`config.mk`:
```
export PLATFORM = sky130hd
export DESIGN_NAME = ignition_gear_ctrl
export DESIGN_NICKNAME = d
export VERILOG_FILES = /design/src/rtl/car_sim_pkg.sv /design/src/rtl/key_debouncer.sv /design/src/rtl/ignition_gear_ctrl.sv
export SDC_FILE = /design/constraint.sdc
export NUM_CORES = 1
export LEC_CHECK = 0
export CAP_MARGIN = 0
export CORE_UTILIZATION = 30
export CTS_CLUSTER_SIZE = 20
export DETAILED_ROUTE_END_ITERATION = 8
export GPL_TIMING_DRIVEN = 0
export SETUP_SLACK_MARGIN = 0.05
export SLEW_MARGIN = 40
export SYNTH_ARGS = -nofsm -noshare
export SYNTH_HDL_FRONTEND = slang
export SYNTH_HIERARCHICAL = 1
export SYNTH_SLANG_ARGS = --single-unit
```
`constraint.sdc`:
```
create_clock -name CLK -period 3.71 [get_ports CLK]
set_input_delay 0.371 -clock CLK [delete_from_list [all_inputs] [get_ports CLK]]
set_output_delay 0.371 -clock CLK [all_outputs]
set_load 0.01 [all_outputs]
```
`src/rtl/car_sim_pkg.sv`:
```
// Shared car simulator definitions: gear codes, power-state encodings and
// the bit positions of the keypad inputs in the debounced key vectors.
package car_sim_pkg;

    localparam logic [3:0] GEAR_P = 4'd3;
    localparam logic [3:0] GEAR_R = 4'd6;
    localparam logic [3:0] GEAR_N = 4'd9;
    localparam logic [3:0] GEAR_D = 4'd12;

    typedef enum logic [1:0] {
        PWR_OFF   = 2'd0,
        PWR_ACC   = 2'd1,
        PWR_RUN   = 2'd2,
        PWR_CRANK = 2'd3
    } pwr_state_t;

    localparam int KEY_START = 0;
    localparam int KEY_BRAKE = 1;
    localparam int KEY_P     = 2;
    localparam int KEY_R     = 3;
    localparam int KEY_N     = 4;
    localparam int KEY_D     = 5;
    localparam int KEY_NUM   = 6;

    // Cranking is only allowed with the box in a non-driving position.
    function automatic logic gear_is_safe_start(input logic [3:0] g);
        return (g == GEAR_P) || (g == GEAR_N);
    endfunction

endpackage

```
`src/rtl/key_debouncer.sv`:
```
// Single-key debouncer: the accepted level follows the raw input only after
// DEBOUNCE_N consecutive tick samples that disagree with the current level.
// rise is a registered one-cycle pulse on an accepted 0->1 change.
module key_debouncer #(
    parameter int DEBOUNCE_N = 3
) (
    input  logic CLK,
    input  logic global_safe_rst,
    input  logic tick,
    input  logic raw,
    output logic level,
    output logic rise
);

    logic [3:0] cnt_reg;

    // Count disagreeing samples; any agreeing sample restarts the run.
    always_ff @(posedge CLK or posedge global_safe_rst) begin
        if (global_safe_rst) begin
            cnt_reg <= 4'd0;
            level   <= 1'b0;
            rise    <= 1'b0;
        end else begin
            rise <= 1'b0;
            if (tick) begin
                if (raw == level) begin
                    cnt_reg <= 4'd0;
                end else if (cnt_reg == 4'(DEBOUNCE_N - 1)) begin
                    cnt_reg <= 4'd0;
                    level   <= raw;
                    rise    <= raw;
                end else begin
                    cnt_reg <= cnt_reg + 4'd1;
                end
            end
        end
    end

endmodule

```
`src/rtl/ignition_gear_ctrl.sv`:
```
// Ignition and gear-selector controller: debounces the keypad, runs the
// OFF/ACC/CRANK/RUN power FSM with a timed crank, and applies speed/brake
// interlocks to gear requests.
// Optional feature: define AUTO_PARK_EN to force gear P when the car is
// switched off from RUN or ACC while stationary.
module ignition_gear_ctrl
    import car_sim_pkg::*;
#(
    parameter int SPD_W      = 8,
    parameter int DEBOUNCE_N = 3,
    parameter int CRANK_SEC  = 2
) (
    input  logic             CLK,
    input  logic             global_safe_rst,
    input  logic             tick_spd,
    input  logic             tick_1s,
    input  logic             key_start,
    input  logic             key_brake,
    input  logic             key_p,
    input  logic             key_r,
    input  logic             key_n,
    input  logic             key_d,
    input  logic [SPD_W-1:0] speed,
    output logic [1:0]       power_state,
    output logic             engine_on,
    output logic             acc_on,
    output logic [3:0]       gear,
    output logic             shift_reject,
    output logic             start_fail
);

    logic [KEY_NUM-1:0] key_raw;
    logic [KEY_NUM-1:0] key_lvl;
    logic [KEY_NUM-1:0] key_rise;

    assign key_raw = {key_d, key_n, key_r, key_p, key_brake, key_start};

    genvar gi;
    generate
        for (gi = 0; gi < KEY_NUM; gi++) begin : g_deb
            key_debouncer #(
                .DEBOUNCE_N (DEBOUNCE_N)
            ) u_deb (
                .CLK             (CLK),
                .global_safe_rst (global_safe_rst),
                .tick            (tick_spd),
                .raw             (key_raw[gi]),
                .level           (key_lvl[gi]),
                .rise            (key_rise[gi])
            );
        end
    endgenerate

    // Gear keys only act on presses and the brake only as a level.
    logic unused_keys;
    assign unused_keys = &{1'b0, key_lvl[KEY_D:KEY_P], key_rise[KEY_BRAKE]};

    pwr_state_t pwr_reg;
    logic [3:0] crank_reg;
    logic [3:0] gear_reg;
    logic       speed_zero;
    logic       crank_ok;
    logic       ign_to_off;
    logic       auto_park;

    assign speed_zero  = (speed == '0);
    assign crank_ok    = key_lvl[KEY_BRAKE] && gear_is_safe_start(gear_reg);
    assign ign_to_off  = key_rise[KEY_START] &&
                         (((pwr_reg == PWR_RUN) && speed_zero) ||
                          ((pwr_reg == PWR_ACC) && !crank_ok));
    assign power_state = pwr_reg;
    assign gear        = gear_reg;

`ifdef AUTO_PARK_EN
    assign auto_park = ign_to_off && speed_zero;
`else
    assign auto_park = 1'b0;
`endif

    // Power FSM with crank timer; engine_on/acc_on follow the next state.
    always_ff @(posedge CLK or posedge global_safe_rst) begin
        if (global_safe_rst) begin
            pwr_reg    <= PWR_OFF;
            crank_reg  <= 4'd0;
            engine_on  <= 1'b0;
            acc_on     <= 1'b0;
            start_fail <= 1'b0;
        end else begin
            start_fail <= 1'b0;
            case (pwr_reg)
                PWR_OFF, PWR_ACC: begin
                    if (key_rise[KEY_START]) begin
                        if (crank_ok) begin
                            pwr_reg   <= PWR_CRANK;
                            crank_reg <= 4'd0;
                            acc_on    <= 1'b1;
                        end else if (pwr_reg == PWR_OFF) begin
                            pwr_reg <= PWR_ACC;
                            acc_on  <= 1'b1;
                        end else begin
                            pwr_reg <= PWR_OFF;
                            acc_on  <= 1'b0;
                        end
                    end
                end
                PWR_CRANK: begin
                    // Releasing the key beats a coincident 1 s tick.
                    if (!key_lvl[KEY_START]) begin
                        pwr_reg    <= PWR_ACC;
                        start_fail <= 1'b1;
                    end else if (tick_1s) begin
                        if (crank_reg == 4'(CRANK_SEC - 1)) begin
                            pwr_reg   <= PWR_RUN;
                            engine_on <= 1'b1;
                        end else begin
                            crank_reg <= crank_reg + 4'd1;
                        end
                    end
                end
                default: begin
                    if (ign_to_off) begin
                        pwr_reg   <= PWR_OFF;
                        engine_on <= 1'b0;
                        acc_on    <= 1'b0;
                    end
                end
            endcase
        end
    end

    logic       req_valid;
    logic [3:0] req_gear;
    logic       needs_stop;
    logic       park_release_ok;
    logic       shift_ok;

    // Pick the highest-priority press and decide whether it may be honoured.
    always_comb begin
        req_valid = 1'b1;
        req_gear  = GEAR_P;
        if (key_rise[KEY_P]) begin
            req_gear = GEAR_P;
        end else if (key_rise[KEY_R]) begin
            req_gear = GEAR_R;
        end else if (key_rise[KEY_N]) begin
            req_gear = GEAR_N;
        end else if (key_rise[KEY_D]) begin
            req_gear = GEAR_D;
        end else begin
            req_valid = 1'b0;
        end
        needs_stop = (req_gear == GEAR_P) || (req_gear == GEAR_R) ||
                     ((gear_reg == GEAR_R) && (req_gear == GEAR_D)) ||
                     ((gear_reg == GEAR_D) && (req_gear == GEAR_R));
        park_release_ok = (gear_reg != GEAR_P) || (key_lvl[KEY_BRAKE] && acc_on);
        shift_ok = (req_gear == GEAR_N) ||
                   ((!needs_stop || speed_zero) && park_release_ok);
    end

    // Gear register; an auto-park overrides any same-cycle request silently.
    always_ff @(posedge CLK or posedge global_safe_rst) begin
        if (global_safe_rst) begin
            gear_reg     <= GEAR_P;
            shift_reject <= 1'b0;
        end else begin
            shift_reject <= 1'b0;
            if (auto_park) begin
                gear_reg <= GEAR_P;
            end else if (req_valid && (req_gear != gear_reg)) begin
                if (shift_ok) begin
                    gear_reg <= req_gear;
                end else begin
                    shift_reject <= 1'b1;
                end
            end
        end
    end

endmodule

```
==> flow_summary_export.csv, run 1 <==
group,metric,value,unit
timing,finalHoldViolations,0,
logic_synthesis,ys_warn_count,6,
worst_setup_path,rr_endpoint,"crank_reg[3]",
worst_setup_path,critPathCapture,"gear[1]",
drt,wl_met2,2.31,mm
clocking,postCtsHoldBufs,0,
placement,numPortBuffers,27,
layout,area_growth,18.3,%
power_and_ir_drop,power.density,594,nW/um^2
clocking,cts_tree,"yes",
clocking,cts_setup_buffers,0,
drt,vias_per_cell,5.20,
placement,hpwlAfterDp,3.65,mm
drt,dr.pass1.iters,4,
clocking,cts_root_buf,"clkbuf_8",
die,core,8680,sq um
die,ios,28,
worst_setup_path,crit_path_start_kind,"input pin",
timing,finClkSkew,0.00542,ns
clocking,cts_made_buffers,5,
drt,drt_iter0_markers,107,
drt,num_vias,2011,
worst_setup_path,cp-startpoint,"speed[5]",
worst_setup_path,r2r-start,"gear[1]",
timing,maxSlewHeadroom,0.635,
logic_synthesis,synth_cells,244,
clocking,clk_path_buf_depth,2,
power_and_ir_drop,cellLeakagePower,1.35,nW
placement,dp.cells,379,
logic_synthesis,synth_nets,264,
logic_synthesis,synth_area_per_cell,10.9,sq um
layout,layout-drive-gt1-share,0.136,
worst_setup_path,critPathCaptureType,"flip-flop",
layout,diodes,0,
global_route,antenna_found_initial,0,
placement,gp_congestion,0.765,
drt,drcViolationCount,0,
power_and_ir_drop,ir_worst_vdd,0.180,mV
drt,wl_per_cell,12.9,um
worst_setup_path,critical_path_arrival,2.25,ns
global_route,grt_usage,0.116,
timing,grt_setup_unrepaired,"no",
clocking,cts_resized,0,
timing,hold_ws,0.510,ns
drt,routed_wl,4.98,mm
worst_setup_path,r2r_slack,1.91,ns
status,status,"finished, final reports clean",
clocking,insertion_delay,0.30,ns
global_route,grt_pass1_wl,8.29,mm
worst_setup_path,crit_path_max_fanout,4,
die,die_area,9280,sq um
clocking,cts.clk_slew.worst_paths,0.09,ns
worst_setup_path,reg2reg_depth,5,
drt,wl_met3,183,um
timing,fmax,0.496,GHz
global_route,grt_pass1_vias,1804,
die,start_util,0.308,
worst_setup_path,critPathKind,"in -> reg",
timing,min_period,2.02,ns
timing,tns,0,ns
logic_synthesis,syn-cell-area,2670,sq um
drt,wl_met1,2.43,mm
layout,largest_register_ffs,24,
timing,worstMarginPinSlew,0.547,ns
timing,slew_violations,0,
timing,fin_crit_sh,0.543,
drt,top_layer,"met4",
timing,finalSetupViolations,0,
global_route,grt_overflow,0,
drt,final_antenna_net_count,0,
global_route,grt_max_degree,25,
layout,layout.nets,298,
layout,stdcell_count,387,
die,die_y,96.3,um
hold_path,hold_path.class,"reg -> reg",
clocking,htree_levels,2,
run,drv_cap,0,
die,rows,34,
worst_setup_path,crit_required,3.94,ns
clocking,cts_num_sinks,49,
die,die_w,96.3,um
layout,final.fill_count,877,
## worst max-delay path, cell delays in order
cell and delay [ns]:
clkdlybuf4s50_1 0.40, or4_1 0.55, nor2_2 0.24, o21ai_2 0.12, a22oi_4 0.25, mux2_4 0.32
## power by group
group          switching (mW)  internal [mW]  leakage (nW)
clock                   0.184          0.133        0.0374
sequential              0.246          0.705         0.630
combinational           0.270          0.339         0.680
## stage by stage
stage          setup slack, ns  cell area, sq um  utilization  power [mW]
6_report                  1.69              3160        0.364        1.88
5_1_grt                   1.59              3160        0.364        2.01
4_1_cts                   1.67              3160        0.364        1.90
3_5_place_dp              1.35              3070        0.354        1.57
3_3_place_gp              1.42              3070        0.354        1.55
2_1_floorplan             1.93              2670            -        1.38
## area by class of cell
class                   count  area [sq um]  share of cell area
multi-input cells         177          1370               0.435
flip-flops and latches     49          1230               0.389
repair buffers             27           265              0.0840
well taps                 108           135              0.0428
clock buffers               6          72.6              0.0230
inverters                  18          67.6              0.0214
clock inverters             2          15.0             0.00476
## worst min-delay path by stage
stage | cells past startpoint | slack [ns] | to | from
6_report | 1 | 0.51 | g_deb[3].u_deb/rise | g_deb[3].u_deb/level
5_1_grt | 1 | 0.53 | g_deb[2].u_deb/rise | g_deb[2].u_deb/level
4_1_cts | 1 | 0.51 | g_deb[3].u_deb/rise | g_deb[3].u_deb/level
3_5_place_dp | 1 | 0.50 | g_deb[3].u_deb/rise | g_deb[3].u_deb/level
3_3_place_gp | 1 | 0.49 | g_deb[3].u_deb/rise | g_deb[3].u_deb/level
2_1_floorplan | 1 | 0.15 | g_deb[1].u_deb/cnt_reg[0] | global_safe_rst
## routing by layer
metal | vias up | GRT usage
li1 | 1000 | -
met1 | 974 | 0.148
met2 | 31 | 0.194
met3 | 6 | 0.0269
met4 | 0 | 0.0331
met5 | - | 0
## cell usage in the layout, fill, tap and decap left out, types with 3 or more instances in the layout
cell type        instances
mux2_2                   7
a21o_1                  12
o2bb2ai_1                6
clkbuf_8                 5
o21ai_0                  6
a21oi_1                  9
a211oi_1                 3
a221o_1                  6
dfrtp_1                 47
nor4b_1                  7
nor2_1                  16
nand3_1                  9
nor2b_1                 10
nor4_1                   6
clkdlybuf4s50_1         26
and4b_1                  6
a2111oi_2                6
xnor2_2                  6
nor3b_1                  6
inv_1                   18
nand2_1                 14
nand4b_1                 6
o31ai_1                  7
No activity file was read; power rests on OpenSTA's default activity.
==> inputs of run 2 (changes only) <==
clock period = 1.6 ns   (was 3.71 ns; I/O delays follow)
==> flow_summary_export.csv, run 2 (same netlist as run 1, synthesis figures left out) <==
group,metric,value,unit
drt,wl_per_cell,13.6,um
timing,finalHoldViolations,0,
placement,numPortBuffers,27,
drt,dr.pass1.iters,4,
worst_setup_path,worst-path-stages,6,
worst_setup_path,reg2reg_depth,6,
power_and_ir_drop,pwr-share-comb,0.333,
timing,worstMarginPinSlew,0.532,ns
clocking,htree_levels,2,
global_route,antenna_found_initial,0,
layout,final_cell_mix,"dfrtp_1 (42), clkdlybuf4s50_1 (23), inv_1 (18)",
power_and_ir_drop,clkPwrFrac,0.168,
worst_setup_path,critPathCaptureType,"flip-flop",
clocking,cts_made_buffers,5,
timing,tns,-0.277,ns
layout,postLayoutCoreUtil,0.383,
worst_setup_path,critPathCapture,"crank_reg[3]",
timing,maxSlewHeadroom,0.645,
power_and_ir_drop,cellLeakagePower,1.44,nW
worst_setup_path,critPathKind,"reg -> reg",
global_route,grt_max_degree,25,
run,drv_cap,0,
timing,fin_crit_sh,1.05,
layout,final.fill_count,881,
clocking,cts_num_sinks,49,
clocking,cts.clk_slew.worst_paths,0.09,ns
layout,largest_register_ffs,24,
worst_setup_path,worst-path-buf-inv,0,
drt,drcViolationCount,0,
global_route,grt_overflow,0,
layout,area_growth,24.6,%
status,violations,"setup timing",
worst_setup_path,r2r_slack,-0.08,ns
timing,finalSetupViolations,4,
worst_setup_path,path_delay_family,"simple AND/OR/NAND/NOR gates",
global_route,busiest_layer,"met2",
layout,diodes,0,
layout,layout-drive-gt1-share,0.231,
timing,grt_setup_unrepaired,"yes",
clocking,cts_tree,"yes",
power_and_ir_drop,ir_worst_vdd,0.428,mV
worst_setup_path,crit_path_max_fanout,5,
global_route,grt_pass1_wl,8.87,mm
global_route,grt_pass1_vias,1891,
layout,multiInputGateArea,1450,sq um
global_route,grt_use_met3,0.0300,
die,core,8680,sq um
worst_setup_path,crit_path_start_kind,"flip-flop",
drt,vias_per_cell,5.23,
placement,hpwlAfterDp,3.74,mm
drt,drt_iter0_markers,132,
die,rows,34,
power_and_ir_drop,power.internal,2.81,mW
drt,final_antenna_net_count,0,
die,start_util,0.308,
global_route,met2_usage,0.200,
placement,dp_slack,-0.473,ns
worst_setup_path,r2r-start,"crank_reg[0]",
worst_setup_path,worst_path_max_delay_cell,"dfrtp_2",
die,die_area,9280,sq um
clocking,insertion_delay,0.30,ns
layout,layout.nets,310,
worst_setup_path,crit_required,1.83,ns
timing,fmax,0.595,GHz
drt,num_vias,2082,
timing,slew_violations,0,
global_route,use_met1,0.166,
power_and_ir_drop,power,4.45,mW
placement,dp.cells,379,
die,die_y,96.3,um
clocking,cts_root_buf,"clkbuf_8",
layout,stdcell_count,398,
power_and_ir_drop,power.density,1340,nW/um^2
worst_setup_path,crit_chain,"ha_1 > nor3b_4 > nor3_2 > nor2_2 > or3_1 > a21oi_1",
power_and_ir_drop,seq_power_share,0.499,
global_route,grt_usage,0.123,
worst_setup_path,cp-startpoint,"crank_reg[0]",
drt,routed_wl,5.42,mm
die,ios,28,
placement,gp_congestion,0.762,
worst_setup_path,max_stage_delay,0.45,ns
power_and_ir_drop,switchingPower,1.64,mW
timing,setup_slack,-0.0813,ns
worst_setup_path,critical_path_arrival,1.91,ns
timing,min_period,1.68,ns
status,status,"complete, but fails checks",
clocking,clk_path_buf_depth,2,
worst_setup_path,rr_endpoint,"crank_reg[3]",
layout,final_common_cell,"dfrtp_1",
layout,seqCellArea,1230,sq um
die,die_w,96.3,um
timing,finClkSkew,0.00735,ns
hold_path,hold_path.class,"in -> async",
power_and_ir_drop,switching_share,0.369,
==> run 2: changes by cell type in the layout (fill, tap and decap cells not counted), moves of 2 or more <==
cell,before,now
nor2b_1,10,8
dlygate4sd2_1,0,3
or4_4,0,2
dfrtp_1,47,42
buf_4,0,12
o21ai_0,6,4
or4_1,2,0
nor2b_2,0,2
clkdlybuf4s50_1,26,23
dfrtp_2,0,5
==> run 2: routing by layer <==
| layer | vias up | part of all wire |
|---|---|---|
| met5 | - | 0 |
| met4 | 0 | 0.0042 |
| met3 | 4 | 0.046 |
| met2 | 33 | 0.47 |
| met1 | 1022 | 0.48 |
| li1 | 1023 | - |
==> run 2: what timing repair did <==
| action | CTS | global route |
|---|---|---|
| endpoints found under the hold margin | 0 | 0 |
| setup endpoints to repair | 29 | 13 |
| hold buffers | 0 | 0 |
| pin swaps | 6 | 3 |
| gates resized for setup | 17 | 8 |
| buffers inserted | 10 | 3 |
==> run 2: worst min path at each step <==
stage	to	depth (start not counted)	slack, ns	from
2_1_floorplan	g_deb[1].u_deb/cnt_reg[0]	1	-0.06	global_safe_rst
3_3_place_gp	g_deb[5].u_deb/rise	1	0.49	g_deb[5].u_deb/level
3_5_place_dp	g_deb[5].u_deb/rise	1	0.50	g_deb[5].u_deb/level
4_1_cts	g_deb[1].u_deb/cnt_reg[1]	2	0.36	global_safe_rst
5_1_grt	g_deb[4].u_deb/cnt_reg[1]	3	0.38	tick_spd
6_report	g_deb[1].u_deb/level	2	0.35	global_safe_rst
==> run 2: power groups by stage <==
stage / Combinational [mW] / Clock, mW / Sequential [mW]
floorplan: 1.06 / 0 / 2.14
global placement: 1.40 / 0 / 2.21
detailed placement: 1.43 / 0 / 2.23
CTS: 1.49 / 0.784 / 2.21
global route: 1.64 / 0.833 / 2.31
finish: 1.48 / 0.748 / 2.22
==> run 2: worst reg2reg max path, delay by kind of cell (launching register included) <==
kind | cells | cell delay, ns
AND/OR/NAND/NOR | 4 | 0.81
flip-flops | 1 | 0.45
adder cells (fa/ha/maj) | 1 | 0.21
AO/OA/AOI/OAI | 1 | 0.14
==> run 2: cell type report <==
cell class	count	area share
clock buffers	6	0.0248
clock inverters	1	0.00226
inverters	18	0.0203
multi-input cells	177	0.435
flip-flops and latches	49	0.371
well taps	108	0.0406
repair buffers	39	0.106
==> run 2: stage by stage <==
step / hold WS (ns) / area, sq um
floorplan: -0.0615 / 2680
global placement: 0.492 / 3080
detailed placement: 0.500 / 3080
CTS: 0.355 / 3290
global route: 0.383 / 3330
finish: 0.347 / 3330
